===== src/rtl/aes_loader_pkg.sv =====
// Shared types and widths for the AES stream loader.
package aes_loader_pkg;

  localparam int unsigned WORD_W        = 32;
  localparam int unsigned WORDS_PER_BLK = 4;
  localparam int unsigned BLK_W         = WORD_W * WORDS_PER_BLK;
  localparam int unsigned WCNT_W        = $clog2(WORDS_PER_BLK);

  typedef enum logic [1:0] {
    LOAD_KEY  = 2'd0,
    LOAD_DATA = 2'd1,
    RUN       = 2'd2,
    OUT       = 2'd3
  } state_e;

  // Result payload presented on the output port.
  typedef struct packed {
    logic             err;
    logic [BLK_W-1:0] data;
  } result_t;

endpackage


===== src/rtl/aes_stream_loader.sv =====
// Word-stream front end and result back end around an AES core: loads key and
// plaintext, runs the core out of reset, and returns the result or a timeout.
module aes_stream_loader
  import aes_loader_pkg::*;
#(
  parameter int unsigned TIMEOUT_CYC = 64,
  parameter int unsigned CNT_W       = 7
) (
  input  logic              clk,
  input  logic              rst_n,
  input  logic              in_valid,
  output logic              in_ready,
  input  logic [WORD_W-1:0] in_word,
  output logic              out_valid,
  input  logic              out_ready,
  output logic [BLK_W-1:0]  out_data,
  output logic              out_err,
  output logic              busy,
  output logic [BLK_W-1:0]  core_key,
  output logic [BLK_W-1:0]  core_data,
  output logic              core_rst_n,
  input  logic              core_finished,
  input  logic [BLK_W-1:0]  core_data_out
);

  state_e             state_q, state_d;
  logic [WCNT_W-1:0]  wcnt_q, wcnt_d;
  logic [CNT_W-1:0]   cnt_q, cnt_d;
  logic [BLK_W-1:0]   key_q, key_d;
  logic [BLK_W-1:0]   data_q, data_d;
  result_t            res_q, res_d;
  logic               out_valid_q, out_valid_d;
  logic               in_ready_q, in_ready_d;
  logic               busy_q, busy_d;
  logic               core_rst_n_q, core_rst_n_d;

  logic accept;
  logic last_word;

  assign accept    = in_valid & in_ready_q;
  assign last_word = (wcnt_q == WCNT_W'(WORDS_PER_BLK - 1));

  always_ff @(posedge clk or negedge rst_n) begin
    if (!rst_n) begin
      state_q      <= LOAD_KEY;
      wcnt_q       <= '0;
      cnt_q        <= '0;
      key_q        <= '0;
      data_q       <= '0;
      res_q        <= '0;
      out_valid_q  <= 1'b0;
      in_ready_q   <= 1'b0;
      busy_q       <= 1'b0;
      core_rst_n_q <= 1'b0;
    end else begin
      state_q      <= state_d;
      wcnt_q       <= wcnt_d;
      cnt_q        <= cnt_d;
      key_q        <= key_d;
      data_q       <= data_d;
      res_q        <= res_d;
      out_valid_q  <= out_valid_d;
      in_ready_q   <= in_ready_d;
      busy_q       <= busy_d;
      core_rst_n_q <= core_rst_n_d;
    end
  end

  always_comb begin
    state_d      = state_q;
    wcnt_d       = wcnt_q;
    cnt_d        = cnt_q;
    key_d        = key_q;
    data_d       = data_q;
    res_d        = res_q;
    core_rst_n_d = core_rst_n_q;

    case (state_q)
      LOAD_KEY: begin
        if (accept) begin
          key_d = {key_q[BLK_W-WORD_W-1:0], in_word};
          if (last_word) begin
            wcnt_d  = '0;
            state_d = LOAD_DATA;
          end else begin
            wcnt_d = wcnt_q + WCNT_W'(1);
          end
        end
      end
      LOAD_DATA: begin
        if (accept) begin
          data_d = {data_q[BLK_W-WORD_W-1:0], in_word};
          if (last_word) begin
            wcnt_d       = '0;
            cnt_d        = '0;
            core_rst_n_d = 1'b1;
            state_d      = RUN;
          end else begin
            wcnt_d = wcnt_q + WCNT_W'(1);
          end
        end
      end
      RUN: begin
        cnt_d = cnt_q + CNT_W'(1);
        // A finished seen on the first run cycle may be left over from the core reset.
        if (core_finished && (cnt_q != '0)) begin
          res_d.data   = core_data_out;
          res_d.err    = 1'b0;
          core_rst_n_d = 1'b0;
          state_d      = OUT;
        end else if (cnt_q == CNT_W'(TIMEOUT_CYC)) begin
          res_d.data   = '0;
          res_d.err    = 1'b1;
          core_rst_n_d = 1'b0;
          state_d      = OUT;
        end
      end
      OUT: begin
        if (out_valid_q && out_ready) begin
          wcnt_d  = '0;
          key_d   = '0;
          data_d  = '0;
          state_d = LOAD_KEY;
        end
      end
      default: state_d = LOAD_KEY;
    endcase

    in_ready_d  = (state_d == LOAD_KEY) || (state_d == LOAD_DATA);
    out_valid_d = (state_d == OUT);
    busy_d      = !((state_d == LOAD_KEY) && (wcnt_d == '0));
  end

  assign in_ready   = in_ready_q;
  assign out_valid  = out_valid_q;
  assign out_data   = res_q.data;
  assign out_err    = res_q.err;
  assign busy       = busy_q;
  assign core_key   = key_q;
  assign core_data  = data_q;
  assign core_rst_n = core_rst_n_q;

endmodule


===== config.mk =====
export PLATFORM = sky130hd
export DESIGN_NAME = aes_stream_loader
export DESIGN_NICKNAME = d
export VERILOG_FILES = /design/src/rtl/aes_loader_pkg.sv /design/src/rtl/aes_stream_loader.sv
export SDC_FILE = /design/constraint.sdc
export NUM_CORES = 1
export LEC_CHECK = 0
export CAP_MARGIN = 10
export CORE_AREA = 2 2 213 215
export CTS_BUF_LIST = sky130_fd_sc_hd__clkbuf_4
export CTS_CLUSTER_SIZE = 10
export DETAILED_ROUTE_END_ITERATION = 10
export DIE_AREA = 0 0 215 217
export PLACE_DENSITY_LB_ADDON = 0.12
export SETUP_SLACK_MARGIN = 0.2
export SLEW_MARGIN = 20
export SYNTH_ARGS = -nofsm -noshare
export SYNTH_HDL_FRONTEND = slang
export SYNTH_SLANG_ARGS = --single-unit

===== constraint.sdc =====
create_clock -name clk -period 3.7 [get_ports clk]
set_input_delay 0.74 -clock clk [delete_from_list [all_inputs] [get_ports clk]]
set_output_delay 0.74 -clock clk [all_outputs]
set_load 0.03 [all_outputs]

### Word-level counts from Yosys, hierarchy flattened

Cells that the tools add are included.

* output and inout bits: 389
* bits of input ports: 165
* logic and storage cells: 72
* register bits after elaboration: 400

* bitwise operators: 1
* reductions and logical operators: 19
* $add $sub $neg: 2
* eq/ne operators: 12
* mux-type cells: 27

Operators with widths (count)
* 128-bit one-hot mux with 2 select lines: 2
* 128-bit 2-to-1 mux: 3
* 129-bit 2-to-1 mux: 2
* 2-bit 2-to-1 mux: 10
* 7-bit 2-to-1 mux: 2
* 7-bit one-hot mux with 2 select lines: 1
* 3-bit AND reduction: 3
* 2-bit == test, second input constant: 4
* 2-bit != test, second input constant: 4
* 2-bit one-hot mux with 4 select lines: 1
* 2-bit nonzero test: 4
* 7-bit by 1-bit adder with 7-bit output, second input constant: 1
* 7-bit == test, second input constant: 1
* 7-bit nonzero test: 1
* 2-bit logical NOT: 3
* 2-bit by 1-bit == test with 1-bit output, second input constant: 2
* 1-bit 2-to-1 mux: 4
* 2-bit one-hot mux with 2 select lines: 1
* 4-bit AND reduction: 1
* 1-bit logical AND: 3
* 3-bit != test, second input constant: 1
* 2-bit by 1-bit adder with 2-bit output, second input constant: 1
* 1-bit one-hot mux with 2 select lines: 1
* 2-bit AND reduction: 1
* other kinds (4): 4

### Longest topological paths before layout

* word-level depth: 7
* gate-level depth with buffers: 8
* depth with buffers taken out: 6

### Least setup slack after synthesis

No wires, ideal clock.

* path kind: in2reg
* start point: in in_valid
* end point: reg key_q[32], in the netlist core_key[32]
* buffers on the path: 4
* required time: 3.617 ns
* slack: 1.666 ns
* setup time: 0.083 ns
* stages on the path: 8
* arrival: 1.952 ns
* path through: nand2_1 > nor3_1 > buf_2 > buf_2 > buf_2 > buf_2 > nand2_1 > o21ai_0

* cells in the longest elaborated chain, start to end: 3

Ends and longest elaborated chain
* start: declaration: RTL line aes_stream_loader.sv:11 `input logic in_valid,`
* 1-bit bitwise AND: RTL line aes_stream_loader.sv:40 `assign accept = in_valid & in_ready_q;`
* 2-bit != test (no line)
* 3-bit AND reduction (no line)
* end signal: assignment: RTL line aes_stream_loader.sv:59 `key_q <= key_d;`
* end: declaration: RTL line aes_stream_loader.sv:29 `logic [BLK_W-1:0] key_q, key_d;`

No other way between the ends.
A chain may end at the register's enable or synchronous reset.

### Final worst setup path

* start point: reg data_q[22], in the netlist core_data[22]
* end point: out core_data[22]

RTL lines
* start: declaration: RTL line aes_stream_loader.sv:30 `logic [BLK_W-1:0] data_q, data_d;`
* start signal: assignment: RTL line aes_stream_loader.sv:60 `data_q <= data_d;`
* end: declaration: RTL line aes_stream_loader.sv:20 `output logic [BLK_W-1:0] core_data,`

No word-level cell between the ends.

==> impl_metrics.env <==
export IMPL_route_detailed_drc=0
export IMPL_synth_most_common_cell="nand2_1"
export IMPL_r2r_cells=7
export IMPL_dieWidth_um=215
export IMPL_ios=554
export IMPL_crit_slowest_cell="clkdlybuf4s50_1"
export IMPL_synthArstFlopShare_pct=100.0
export IMPL_root_buffer="clkbuf_4"
export IMPL_synth_edf_count=0
export IMPL_synth_ff_type="dfrtp_1"
export IMPL_cts_made_buffers=112
export IMPL_ys_warnings_count=0
export IMPL_ys_top_cells_by_count="nand2_1, dfrtp_1, o21ai_0"
export IMPL_setup_tns_final_ns=0
export IMPL_required_ns=2.96
export IMPL_dieArea_um2=46660
export IMPL_tightest_slew_ns=0.7114
export IMPL_cap_violations=0
export IMPL_ant_nets=0
export IMPL_antenna_found_initial=6
export IMPL_dpl_hpwl_um=35480
export IMPL_post_cts_buffers=0
export IMPL_maxSlewHeadroom_pct=52.46
export IMPL_syn_area_um2=15410
export IMPL_path_buf_inv=1
export IMPL_yosysSeqAreaShare_pct=64.94
export IMPL_htree_levels=3
export IMPL_fmax_mhz=363.8
export IMPL_gp_congestion=0.8050
export IMPL_cts_tree="built"
export IMPL_crit_path_start="core_data[22]"
export IMPL_netSwitchingFraction_pct=43.46
export IMPL_grt_pass1_wl_um=78850
export IMPL_r2r_end="out_data[9]"
export IMPL_p_sw_mw=9.686
export IMPL_hold_class="in -> async"
export IMPL_syn_avg_cell_area_um2=10.41
export IMPL_portBuffers=553
export IMPL_worst_ir_drop_vdd_v=0.0004975
export IMPL_drt_initial_drc_count=944
export IMPL_p_leak_nw=9.911
export IMPL_crit_end="core_data[22]"
export IMPL_p_int_mw=12.60
export IMPL_start_kind="register"
export IMPL_fin_nets=2225
export IMPL_drt_vias_per_instance=4.750
export IMPL_power_density_nw_per_um2=976.7
export IMPL_ff2ff_setup_slack_ns=1.14
export IMPL_fin_crit_sh_pct=74.29
export IMPL_wl_per_cell_um=18.75
export IMPL_crit_fanout=3
export IMPL_rsz0062_at_grt="no"
export IMPL_dp_cells=2542
export IMPL_cp_end_kind="output port"
export IMPL_synth_largest_area_cell="dfrtp_1"
export IMPL_crit_type="reg -> out"
export IMPL_timing_final_crit_period_ns=2.749
export IMPL_crit_chain="clkdlybuf4s50_1"
export IMPL_power_frac_seq_pct=34.3
export IMPL_coreArea_um2=44700
export IMPL_yosys_register_bits=400
export IMPL_drtPass1Iterations=5
export IMPL_crit_cells=1
export IMPL_synth_cell_types=33
export IMPL_cts_sinks=400
export IMPL_clk_latency_ns=0.82
export IMPL_ys_top_cells_by_area="dfrtp_1, nand2_1, o21ai_0"
export IMPL_yosysTopAreaCellShare_pct=64.94
export IMPL_finalHoldViolCount=0
export IMPL_status="finished clean"
export IMPL_synth_net_count=1648
export IMPL_finalClockSkew_ns=0.03471
export IMPL_power_frac_clock_pct=17.6
export IMPL_ctsLongestPathBuffers=3
export IMPL_finalSetupViolations=0
export IMPL_crit_family="buffers and inverters"
export IMPL_drv_slew=0
export IMPL_start_util_pct=34.48
export IMPL_final_cells=2744
export IMPL_grt_start_max_net_pins=110
export IMPL_clk_pin_slew_worst_paths_ns=0.07
export IMPL_dr_total_vias=13030
export IMPL_die_h_um=217
export IMPL_cp_arrival_ns=2.01
export IMPL_grt_pass1_vias=13000
export IMPL_combPwrFrac_pct=48.1
export IMPL_grt_use_total_pct=21.69
export IMPL_rows=78
export IMPL_area_growth_pct=48.03
export IMPL_r2r_start="cnt_q[0]"
export IMPL_totalWireLength_um=51450
export IMPL_syn_inst=1480
export IMPL_max_stage_delay_ns=0.72
export IMPL_grt_overflow=0
export IMPL_drive_gt1_share_pct=9.444
## layout by cell type, fill, tap and decap left out, drive strengths merged, types with 2 or more instances in the layout
| cell | count |
|---|---|
| clkdlybuf4s50 | 552 |
| nand2 | 523 |
| dfrtp | 400 |
| o21ai | 267 |
| clkbuf | 160 |
| a22o | 129 |
| clkinv | 33 |
| buf | 27 |
| inv | 7 |
| nand3 | 6 |
| diode | 5 |
| nand4 | 4 |
| nor2 | 4 |
| ha | 3 |
| or4 | 2 |
| and3 | 2 |
| nand2b | 2 |
| o211ai | 2 |
## sequential cells by signal (all words and copies together), names as in the netlist, 2 cells and up
signal / cells
cnt_q: 7
core_data: 128
core_key: 128
out_data: 128
state_q: 2
wcnt_q: 2
## cells by family (layout without fill, tap and decap cells)
logic type,count (synthesis),in the layout,share of synthesized area [%]
simple gates,549,549,13.78
buf+inv,122,781,4.457
flops,400,400,64.94
mux,1,1,0.06494
fa+ha+maj,3,3,0.2436
other cells,0,5,0
compound gates,405,405,16.51
## power by group through the flow
stage / registers, mW / clock network (mW) / logic [mW]
floorplan: 10.9 / 0 / 2.61
global placement: 7.67 / 0 / 10.7
detailed placement: 7.67 / 0 / 10.8
CTS: 7.64 / 4.10 / 10.8
global route: 7.90 / 4.34 / 11.4
finish: 7.64 / 3.93 / 10.7
## per-stage QoR
stage	instance area (µm²)	setup slack, ns	hold WS (ns)	util [%]	total power [mW]
after floorplan	15410	1.666	0.4444	-	13.46
after global placement	21430	0.9743	0.4845	47.93	18.33
after detailed placement	21430	0.9402	0.4900	47.93	18.45
after CTS	22800	0.8331	0.3870	51.02	22.56
after global routing	22820	0.8157	0.4385	51.05	23.60
final	22820	0.9514	0.4845	51.05	22.28
## worst min path at each step
stage	endpoint	slack, ns	depth (start not counted)
4_1_cts	core_key[96]	0.39	2
3_5_place_dp	out_data[71]	0.49	1
2_1_floorplan	busy	0.44	0
6_report	core_key[96]	0.48	2
5_1_grt	out_data[126]	0.44	2
3_3_place_gp	core_key[94]	0.48	2
## timing repair
item                                   in CTS  in global routing
hold buffers                                1                  0
endpoints found under the hold margin      56                  0
resized for setup                           0                  0
## cell type report
type | instances | area [µm²]
antenna | 5 | 12.51
multi-input combinational | 958 | 4736
inverter | 5 | 18.77
clock buffer | 160 | 1201
fill | 4221 | 21880
tap | 600 | 750.7
clock inverter | 36 | 167.7
sequential | 400 | 10010
timing repair buffer | 580 | 5921
## per-layer routing
layer	vias up	GRT usage [%]	share of wire, %
met5	-	0	0.016
met1	6266	29.77	45
met4	2	9.931	3.1
met2	471	32.29	45
met3	87	5.674	6.7
li1	6208	-	-
No activity file was read; power rests on OpenSTA's default activity.
